## config.mk

```make
export PLATFORM = sky130hd
export DESIGN_NAME = multicycle_control_unit
export DESIGN_NICKNAME = d
export VERILOG_FILES = /design/src/rtl/mips_ctrl_pkg.sv /design/src/rtl/mc_ctrl_decode.sv /design/src/rtl/multicycle_control_unit.sv
export SDC_FILE = /design/constraint.sdc
export NUM_CORES = 1
export LEC_CHECK = 0
export ABC_AREA = 1
export ABC_CLOCK_PERIOD_IN_PS = 1900
export BUFFER_PORTS_ARGS = -buffer_cell sky130_fd_sc_hd__buf_2
export CORE_UTILIZATION = 51
export DETAILED_ROUTE_END_ITERATION = 10
export PLACE_DENSITY = 0.93
export SLEW_MARGIN = 40
export SYNTH_ARGS = -nofsm -noshare
export SYNTH_HDL_FRONTEND = slang
export SYNTH_SLANG_ARGS = --single-unit
```

## constraint.sdc

```tcl
create_clock -name clk -period 1.9 [get_ports clk]
set_input_delay 0 -clock clk [delete_from_list [all_inputs] [get_ports clk]]
set_output_delay 0 -clock clk [all_outputs]
set_load 0.01 [all_outputs]
```

## src/rtl/mips_ctrl_pkg.sv

```systemverilog
// ---------------------------------------------------------------------------
// mips_ctrl_pkg
// Shared definitions for the multicycle MIPS control unit: opcode values,
// FSM state encodings, datapath mux/ALU codes, the control output bundle and
// the DECODE-state dispatch function.
// ---------------------------------------------------------------------------
package mips_ctrl_pkg;

   // Opcode field values (instruction[31:26])
   localparam logic [5:0] OP_RTYPE = 6'b000000;
   localparam logic [5:0] OP_LW    = 6'b100011;
   localparam logic [5:0] OP_SW    = 6'b101011;
   localparam logic [5:0] OP_BEQ   = 6'b000100;
   localparam logic [5:0] OP_BNE   = 6'b000101;
   localparam logic [5:0] OP_ADDI  = 6'b001000;
   localparam logic [5:0] OP_J     = 6'b000010;

   // FSM state encodings; 13..15 are unused and recover into S_TRAP
   localparam logic [3:0] S_FETCH  = 4'd0;
   localparam logic [3:0] S_DECODE = 4'd1;
   localparam logic [3:0] S_MEMADR = 4'd2;
   localparam logic [3:0] S_MEMRD  = 4'd3;
   localparam logic [3:0] S_MEMWB  = 4'd4;
   localparam logic [3:0] S_MEMWR  = 4'd5;
   localparam logic [3:0] S_EXEC   = 4'd6;
   localparam logic [3:0] S_ALUWB  = 4'd7;
   localparam logic [3:0] S_BRANCH = 4'd8;
   localparam logic [3:0] S_ADDIEX = 4'd9;
   localparam logic [3:0] S_ADDIWB = 4'd10;
   localparam logic [3:0] S_JUMP   = 4'd11;
   localparam logic [3:0] S_TRAP   = 4'd12;

   // ALU operation select
   localparam logic [1:0] ALU_ADD   = 2'b00;
   localparam logic [1:0] ALU_SUB   = 2'b01;
   localparam logic [1:0] ALU_FUNCT = 2'b10;

   // ALU B operand select
   localparam logic [1:0] SRCB_RT      = 2'b00;
   localparam logic [1:0] SRCB_FOUR    = 2'b01;
   localparam logic [1:0] SRCB_IMM     = 2'b10;
   localparam logic [1:0] SRCB_IMM_SH2 = 2'b11;

   // PC source select
   localparam logic [1:0] PCSRC_ALU    = 2'b00;
   localparam logic [1:0] PCSRC_ALUOUT = 2'b01;
   localparam logic [1:0] PCSRC_JUMP   = 2'b10;

   // Complete control output bundle driven towards the datapath
   typedef struct packed {
      logic       mem_req;
      logic       iord;
      logic       mem_write;
      logic       ir_write;
      logic       pc_write;
      logic       branch_eq;
      logic       branch_ne;
      logic       reg_dst;
      logic       mem_to_reg;
      logic       reg_write;
      logic       alu_src_a;
      logic [1:0] alu_src_b;
      logic [1:0] alu_op;
      logic [1:0] pc_src;
      logic       retire;
      logic       illegal;
   } ctrl_t;

   // State entered after DECODE for a given opcode; unknown opcodes trap.
   function automatic logic [3:0] decode_target(input logic [5:0] op);
      logic [3:0] target;
      case (op)
         OP_RTYPE:       target = S_EXEC;
         OP_LW, OP_SW:   target = S_MEMADR;
         OP_BEQ, OP_BNE: target = S_BRANCH;
         OP_ADDI:        target = S_ADDIEX;
         OP_J:           target = S_JUMP;
         default:        target = S_TRAP;
      endcase
      return target;
   endfunction

endpackage

```

## src/rtl/mc_ctrl_decode.sv

```systemverilog
// ---------------------------------------------------------------------------
// mc_ctrl_decode
// Purely combinational Moore decode: current FSM state (plus the opcode
// latched in DECODE, used only to pick beq vs bne) -> control bundle.
// Handshake gating and reset forcing are applied by the parent.
// Ports:
//   i_state   current FSM state
//   i_opcode  opcode captured during DECODE
//   o_ctrl    ungated control outputs for this state
// ---------------------------------------------------------------------------
module mc_ctrl_decode
   import mips_ctrl_pkg::*;
#(
   parameter int STATE_W  = 4,
   parameter int OPCODE_W = 6
) (
   input  logic [STATE_W-1:0]  i_state,
   input  logic [OPCODE_W-1:0] i_opcode,
   output ctrl_t               o_ctrl
);

   always_comb begin
      // NOTE: every field gets a default before the case so that states which
      // leave a field untouched never imply a latch.
      o_ctrl = '0;
      case (i_state)
         S_FETCH: begin
            o_ctrl.mem_req   = 1'b1;
            o_ctrl.ir_write  = 1'b1;
            o_ctrl.pc_write  = 1'b1;
            o_ctrl.alu_src_b = SRCB_FOUR;
            o_ctrl.alu_op    = ALU_ADD;
            o_ctrl.pc_src    = PCSRC_ALU;
         end
         S_DECODE: begin
            // Speculative branch target: PC + (imm << 2)
            o_ctrl.alu_src_b = SRCB_IMM_SH2;
            o_ctrl.alu_op    = ALU_ADD;
         end
         S_MEMADR, S_ADDIEX: begin
            o_ctrl.alu_src_a = 1'b1;
            o_ctrl.alu_src_b = SRCB_IMM;
            o_ctrl.alu_op    = ALU_ADD;
         end
         S_MEMRD: begin
            o_ctrl.mem_req = 1'b1;
            o_ctrl.iord    = 1'b1;
         end
         S_MEMWB: begin
            o_ctrl.mem_to_reg = 1'b1;
            o_ctrl.reg_write  = 1'b1;
            o_ctrl.retire     = 1'b1;
         end
         S_MEMWR: begin
            o_ctrl.mem_req   = 1'b1;
            o_ctrl.iord      = 1'b1;
            o_ctrl.mem_write = 1'b1;
            o_ctrl.retire    = 1'b1;
         end
         S_EXEC: begin
            o_ctrl.alu_src_a = 1'b1;
            o_ctrl.alu_src_b = SRCB_RT;
            o_ctrl.alu_op    = ALU_FUNCT;
         end
         S_ALUWB: begin
            o_ctrl.reg_dst   = 1'b1;
            o_ctrl.reg_write = 1'b1;
            o_ctrl.retire    = 1'b1;
         end
         S_BRANCH: begin
            o_ctrl.alu_src_a = 1'b1;
            o_ctrl.alu_src_b = SRCB_RT;
            o_ctrl.alu_op    = ALU_SUB;
            o_ctrl.pc_src    = PCSRC_ALUOUT;
            o_ctrl.retire    = 1'b1;
            // Exact compares keep the two branch enables mutually exclusive
            o_ctrl.branch_eq = (i_opcode == OP_BEQ);
            o_ctrl.branch_ne = (i_opcode == OP_BNE);
         end
         S_ADDIWB: begin
            o_ctrl.reg_write = 1'b1;
            o_ctrl.retire    = 1'b1;
         end
         S_JUMP: begin
            o_ctrl.pc_src   = PCSRC_JUMP;
            o_ctrl.pc_write = 1'b1;
            o_ctrl.retire   = 1'b1;
         end
         S_TRAP: begin
            o_ctrl.illegal = 1'b1;
         end
         default: begin
            // Unused encodings drive nothing; the FSM moves them to S_TRAP
         end
      endcase
   end

endmodule

```

## src/rtl/multicycle_control_unit.sv

```systemverilog
// ---------------------------------------------------------------------------
// multicycle_control_unit
// Multi-cycle MIPS control FSM. Steps each instruction through
// FETCH/DECODE/EXECUTE/MEMORY/WRITEBACK states and drives datapath enables
// and mux selects, with a memory ready handshake, a retire pulse and a
// sticky illegal-opcode trap.
// Ports:
//   clk, rst_n       clock, asynchronous active-low reset
//   opcode           instruction[31:26] from the IR
//   mem_ready        memory access completes this cycle
//   mem_req..pc_src  datapath controls
//   retire           one-cycle pulse in the final state of an instruction
//   illegal          sticky illegal-opcode flag (held in TRAP)
//   state            current FSM state, for debug
// ---------------------------------------------------------------------------
module multicycle_control_unit #(
   parameter int OPCODE_W      = 6,
   parameter int STATE_W       = 4,
   parameter bit MEM_HANDSHAKE = 1'b1
) (
   input  logic                clk,
   input  logic                rst_n,
   input  logic [OPCODE_W-1:0] opcode,
   input  logic                mem_ready,
   output logic                mem_req,
   output logic                iord,
   output logic                mem_write,
   output logic                ir_write,
   output logic                pc_write,
   output logic                branch_eq,
   output logic                branch_ne,
   output logic                reg_dst,
   output logic                mem_to_reg,
   output logic                reg_write,
   output logic                alu_src_a,
   output logic [1:0]          alu_src_b,
   output logic [1:0]          alu_op,
   output logic [1:0]          pc_src,
   output logic                retire,
   output logic                illegal,
   output logic [STATE_W-1:0]  state
);

   import mips_ctrl_pkg::*;

   logic [STATE_W-1:0]  r_state;
   logic [STATE_W-1:0]  w_next_state;
   logic [OPCODE_W-1:0] r_opcode;
   logic                w_mem_ready;
   ctrl_t               w_ctrl_moore;
   ctrl_t               w_ctrl;

   // Without the handshake every memory access completes in one cycle
   assign w_mem_ready = MEM_HANDSHAKE ? mem_ready : 1'b1;

   // State register; the opcode is captured in DECODE so that BRANCH can
   // tell beq from bne without looking at the live IR field.
   always_ff @(posedge clk or negedge rst_n) begin
      if (!rst_n) begin
         r_state  <= S_FETCH;
         r_opcode <= '0;
      end else begin
         // NOTE: non-blocking assignments so every flop samples pre-edge values.
         r_state <= w_next_state;
         if (r_state == S_DECODE) begin
            r_opcode <= opcode;
         end
      end
   end

   always_comb begin
      w_next_state = r_state;
      case (r_state)
         S_FETCH:  if (w_mem_ready) w_next_state = S_DECODE;
         S_DECODE: w_next_state = decode_target(opcode);
         S_MEMADR: begin
            if (opcode == OP_LW) begin
               w_next_state = S_MEMRD;
            end else if (opcode == OP_SW) begin
               w_next_state = S_MEMWR;
            end else begin
               // Opcode no longer a memory op: treat as illegal
               w_next_state = S_TRAP;
            end
         end
         S_MEMRD:  if (w_mem_ready) w_next_state = S_MEMWB;
         S_MEMWB:  w_next_state = S_FETCH;
         S_MEMWR:  if (w_mem_ready) w_next_state = S_FETCH;
         S_EXEC:   w_next_state = S_ALUWB;
         S_ALUWB:  w_next_state = S_FETCH;
         S_BRANCH: w_next_state = S_FETCH;
         S_ADDIEX: w_next_state = S_ADDIWB;
         S_ADDIWB: w_next_state = S_FETCH;
         S_JUMP:   w_next_state = S_FETCH;
         S_TRAP:   w_next_state = S_TRAP;
         default:  w_next_state = S_TRAP;
      endcase
   end

   mc_ctrl_decode #(
      .STATE_W  (STATE_W),
      .OPCODE_W (OPCODE_W)
   ) u_decode (
      .i_state  (r_state),
      .i_opcode (r_opcode),
      .o_ctrl   (w_ctrl_moore)
   );

   // Handshake gating: IR/PC load only on the completing fetch cycle and the
   // store retires only when its write is accepted. Reset forces everything
   // low combinationally so no partial write can leak out mid-instruction.
   always_comb begin
      w_ctrl = w_ctrl_moore;
      if (r_state == S_FETCH) begin
         w_ctrl.ir_write = w_ctrl_moore.ir_write & w_mem_ready;
         w_ctrl.pc_write = w_ctrl_moore.pc_write & w_mem_ready;
      end
      if (r_state == S_MEMWR) begin
         w_ctrl.retire = w_ctrl_moore.retire & w_mem_ready;
      end
      if (!rst_n) begin
         w_ctrl = '0;
      end
   end

   assign mem_req    = w_ctrl.mem_req;
   assign iord       = w_ctrl.iord;
   assign mem_write  = w_ctrl.mem_write;
   assign ir_write   = w_ctrl.ir_write;
   assign pc_write   = w_ctrl.pc_write;
   assign branch_eq  = w_ctrl.branch_eq;
   assign branch_ne  = w_ctrl.branch_ne;
   assign reg_dst    = w_ctrl.reg_dst;
   assign mem_to_reg = w_ctrl.mem_to_reg;
   assign reg_write  = w_ctrl.reg_write;
   assign alu_src_a  = w_ctrl.alu_src_a;
   assign alu_src_b  = w_ctrl.alu_src_b;
   assign alu_op     = w_ctrl.alu_op;
   assign pc_src     = w_ctrl.pc_src;
   assign retire     = w_ctrl.retire;
   assign illegal    = w_ctrl.illegal;
   assign state      = r_state;

endmodule
```

==> results of run 1 <==
-- Yosys cell counts, drive strengths merged --
cell	number	share of area [%]
a2111oi	1	1.1
nor3b	1	0.91
nand3	6	4.2
o2111ai	1	1.1
nor2	34	17
nor3	2	1.2
dfrtp	10	30
a31oi	3	2.3
nand2	42	21
o21bai	1	0.91
clkbuf	1	0.45
o22ai	1	0.75
a21oi	4	2.4
inv	24	11
a21boi	1	0.91
o21ai	7	4.2
buf	1	0.91
-- state kept, by name (all words and copies together) (netlist names) --
| name | flops |
|---|---|
| r_opcode | 6 |
| state | 4 |
-- path summary, 6_finish.rpt --
check / from / end / slack [ns]
worst min-delay path: opcode[0] / r_opcode[0] / 0.02
max in group asynchronous: rst_n / r_opcode[3] / 1.57
min in group asynchronous: rst_n / r_opcode[1] / 0.13
worst max-delay path: rst_n / reg_write / 0.30
worst min register to register: r_opcode[5] / r_opcode[5] / 0.49
worst max register to register: state[0] / state[2] / 0.49
-- layer usage --
metal | up-vias | wire length, um
met2 | 44 | 1050
li1 | 504 | -
met3 | 4 | 139
met1 | 452 | 835
met4 | 0 | 42
met5 | - | 0
-- area by class of cell --
class                      instances  area, um2
multi-input combinational        104        478
fill                             133        470
sequential                        10        250
timing repair buffer              33        175
inverter                          24       90.1
clock buffer                       3       22.5
tap                               16       20.0
-- cells by family after synthesis --
| logic type | synth area share [%] |
|---|---|
| buffers and inverters | 12.2 |
| AOI/OAI and AO/OA | 13.6 |
| DFF | 30.2 |
| and+or+nand+nor | 44.0 |
-- per-stage QoR --
step,util [%],area [um2],setup WS [ns],cells,total power (W)
finish,68.8,1040,0.305,190,0.000392
global route,68.8,1040,0.0494,190,0.000413
CTS,68.8,1040,0.292,190,0.000395
detailed placement,65.9,993,0.504,185,0.000256
global placement,65.9,993,0.524,185,0.000254
floorplan,-,830,0.608,140,0.000235
-- critical path: stages --
cell and delay, ns:
dlygate4sd3_1 0.52, buf_2 0.25, inv_1 0.24, a2111oi_0 0.39
buf_2 0.20
-- where the power goes --
| group | internal, W | switching (W) |
|---|---|---|
| Clock | 0.0000727 | 0.0000642 |
| Sequential | 0.000213 | 0 |
| Combinational | 0.0000148 | 0.0000271 |
| Total | 0.000300 | 0.0000913 |
==> impl_metrics.yaml, run 1 <==
outcome:
  status: "finished clean"
grt:
  grt_util_met1_pct: 26.5
  globalRouteOverflowTotal: 0
  track_usage_pct: 24.6
  grt_util_met3_pct: 3.88
  grt_pass1_wl_um: 3370
  busiest_layer: "met2"
  grt_max_degree: 14
  grt_use_met2_pct: 44.3
  antenna_found_initial: 0
  grt_pass1_vias: 879
setup_path:
  cp.required_ns: 1.90
  ff2ff_path_depth: 7
  end_kind: "primary output"
  cp_data_arrival_time_ns: 1.60
  worstPathMaxFanout: 13
  critical_path_class: "primary input to primary output"
  start_kind: "primary input"
synth:
  synthDistinctLibCells: 23
  synth.net_count: 149
  synth_seq_area_share_pct: 30.2
  synth_area_per_cell_um2: 5.93
  syn_area_um2: 830
  netlist_instances: 140
  synth_warnings: 0
  synth_seq_cells: 10
cells_and_area:
  n_antenna_cell: 0
  syn_to_final_growth_pct: 24.9
  nNetsFinal: 185
  final_cell_mix: "38 x nand2_1, 31 x nor2_1, 31 x buf_2"
  layout-drive-gt1-share_pct: 26.4
  final_common_cell: "nand2_1"
flow_run:
  drv_cap: 0
clock_network:
  cts.clk_slew.worst_paths_ns: 0.06
  postCtsSetupBuffers: 0
  htree_levels: 1
  clk_latency_ns: 0.26
  cts_root_buffer: "clkbuf_4"
  post_cts_resized: 0
  cts_tree: "done"
  holdBufCountCts: 2
  cts_buffers: 3
  clock_sinks: 10
  clk_path_buf_depth: 2
floorplan:
  core_area_mm2: 0.00151
  dieWidth_um: 42.3
  fp.dieH_um: 42.3
  ios: 32
  rows: 14
  die_area_mm2: 0.00179
  start_util_pct: 55.1
sta:
  hold_viol_final: 0
  whs_ns: 0.0152
  rsz0062_at_grt: "no"
  worst_clock_skew_ns: 0.00160
  relSlewSlack_pct: 75.4
  fin_crit_sh_pct: 84.0
  max_freq_ghz: 0.627
  setup_tns_ns: 0
  worstMarginPinSlew_ns: 0.369
  min_period_ns: 1.60
  setup_viol: 0
  slew_viol_final: 0
pwr:
  p_per_area_mw_per_mm2: 378
  ir_drop_mv: 0.512
  p_leak_nw: 0.599
drt:
  route.detailed.wl_per_inst_um: 10.9
  drc: 0
  vias_per_cell: 5.28
  ant_nets: 0
  num_vias: 1004
  drt_iter0_markers: 37
  wl_um: 2070
  dr.pass1.iters: 4
placed_design:
  hpwl_um: 1730
  port_buffers: 31
  place_congestion: 0.965
worst_hold_path:
  worstHoldPathCells: 3
  worstHoldPathType: "primary input to flip-flop"
Power figures use the tool's default switching activity.
==> run 2, diff against run 1 <==
Settings changed: ABC_CLOCK_PERIOD_IN_PS 1900 to 1440, CORE_UTILIZATION 51 to 43, PLACE_DENSITY 0.93 to 0.85.
Clock period 1.9 ns to 1.44 ns, I/O delays scaled along.
==> run 2 against run 1 <==
Compared with the run above: sequential power rose by 31%; clock skew rose by 0.0066 ns; first-iteration DRC count rose by 19%; utilization rose by 6.9 points; largest cell class unchanged; global-route usage rose by 3.6 points; the run now ends with setup timing left; worst hold slack got worse by 0.013 ns; sequential cell count did not move; combinational power rose by 66%; clock power rose by 100%; sequential share of layout area fell by 5.1 points; count of clock-buffer cells in the layout rose by 1; design area rose by 29%.
==> impl_metrics.yaml, run 2 (synthesis results as in run 1) <==
outcome:
  status: "complete, but fails checks"
  violations: "setup timing"
pwr:
  p_leak_nw: 0.691
  seq_power_share_pct: 44.8
  p_sw_share_pct: 26.5
  p_int_w: 0.000460
  ir_drop_mv: 0.408
  comb_power_share_pct: 11.1
  switchingPower_w: 0.000166
  power.share.clock_pct: 44.1
  p_per_area_mw_per_mm2: 469
clock_network:
  clk_path_buf_depth: 2
  clk_latency_ns: 0.28
  clock_sinks: 10
  htree_levels: 1
  cts_root_buffer: "clkbuf_4"
  cts_buffers: 3
  cts_tree: "done"
  cts.clk_slew.worst_paths_ns: 0.08
cells_and_area:
  final_area_mm2: 0.00134
  syn_to_final_growth_pct: 60.9
  largest_reg_flops: 6
  final_common_cell: "nand2_1"
  nNetsFinal: 200
  final_cell_mix: "31 x nand2_1, 30 x buf_2, 23 x nor2_1"
  n_antenna_cell: 0
  top_register: "r_opcode"
  layout-drive-gt1-share_pct: 46.3
  instances_no_fill: 215
  fill_cells: 138
sta:
  slew_viol_final: 0
  setup_viol: 10
  worstMarginPinSlew_ns: 0.277
  rsz0062_at_grt: "yes"
  worst_clock_skew_ns: 0.00823
  fin_crit_sh_pct: 109
  relSlewSlack_pct: 81.5
  fin_ws_ns: -0.123
  min_period_ns: 1.56
  max_freq_ghz: 0.640
  hold_viol_final: 0
drt:
  vias_per_cell: 5.31
  ant_nets: 0
  drt_iter0_markers: 44
  wl_um: 3270
  drc: 0
  dr.pass1.iters: 4
  num_vias: 1142
  route.detailed.wl_per_inst_um: 15.2
grt:
  grt_pass1_wl_um: 4180
  antenna_found_initial: 0
  grt_pass1_vias: 957
  track_usage_pct: 28.2
  grt_max_degree: 13
  globalRouteOverflowTotal: 0
worst_hold_path:
  hp-start: "opcode[4]"
  worstHoldPathType: "primary input to flip-flop"
placed_design:
  hpwl_um: 1810
  pre_cts_slack_ns: 0.0614
  port_buffers: 31
  place_congestion: 0.877
  dpl_cell_area_mm2: 0.00102
  dpl.cell_count: 196
floorplan:
  start_util_pct: 47.0
  die_area_mm2: 0.00211
  rows: 15
  dieWidth_um: 45.9
  core_area_mm2: 0.00176
  ios: 32
  fp.dieH_um: 45.9
flow_run:
  drv_cap: 0
setup_path:
  r2r_start: "state[1]"
  startpoint: "state[1]"
  start_kind: "flip-flop"
  worstPathMaxFanout: 6
  cp_data_arrival_time_ns: 1.56
  critical_path_class: "flip-flop to primary output"
  end_kind: "primary output"
  cp.required_ns: 1.44
run 2: cell count changes in the layout (fill, tap and decap cells not counted), moves of 4 or more:
cell     delta
nand2_2     +4
buf_4      +13
inv_1       -4
nor2_4      +9
nand2_1     -7
nor2_1      -8
run 2: worst paths after layout:
kind / end / slack (ns) / depth (start not counted)
worst max-delay path: reg_write / -0.12 / 6
min in group asynchronous: r_opcode[0] / 0.10 / 2
worst min-delay path: r_opcode[4] / 0.002 / 3
worst max register to register: state[3] / 0.05 / 7
max in group asynchronous: state[0] / 1.04 / 3
worst min register to register: r_opcode[4] / 0.49 / 2
run 2: timing repair:
| item | in CTS | in global routing |
|---|---|---|
| resized for setup | 25 | 20 |
| endpoints found under the hold margin | 11 | 0 |
| hold buffers | 2 | 0 |
| buffers inserted | 6 | 7 |
| pin swaps | 6 | 10 |
| setup endpoints to repair | 11 | 12 |
run 2: final cells by class:
cell class	instances	area (um2)	share of cell area [%]
flip-flops and latches	10	254	19.0
multi-input cells	104	609	45.6
clock buffers	4	36.3	2.72
repair buffers	48	307	23.0
well taps	25	31.3	2.34
inverters	24	97.6	7.31
run 2: critical path: stages, from the launching register on:
cell and delay, ns:
dfrtp_2 0.49, inv_4 0.11, nor2_4 0.04, nand2_2 0.09
nand2_2 0.06, a2111oi_4 0.27, buf_2 0.20
run 2: power groups by stage:
stage                     Combinational [W]  Sequential [W]  Clock [W]
after floorplan                   0.0000241        0.000286          0
after global placement            0.0000543        0.000286          0
after detailed placement          0.0000572        0.000286          0
after CTS                         0.0000624        0.000280   0.000273
after global routing              0.0000770        0.000280   0.000281
final                             0.0000696        0.000280   0.000276
run 2: per-stage QoR:
step	TNS (ns)	hold slack, ns	total power [W]	utilization [%]
floorplan	0	-0.296	0.000310	-
global placement	0	-0.175	0.000340	57.8
detailed placement	0	-0.168	0.000343	57.8
CTS	-0.0438	0.000312	0.000616	67.2
global route	-1.24	0.0480	0.000638	75.7
finish	-0.607	0.00207	0.000626	75.7
run 2: routing by layer:
| layer | wire, um | track usage (%) |
|---|---|---|
| met5 | 0 | 0 |
| met4 | 65 | 16.5 |
| met3 | 178 | 2.78 |
| met2 | 1730 | 47.9 |
| met1 | 1290 | 34.0 |
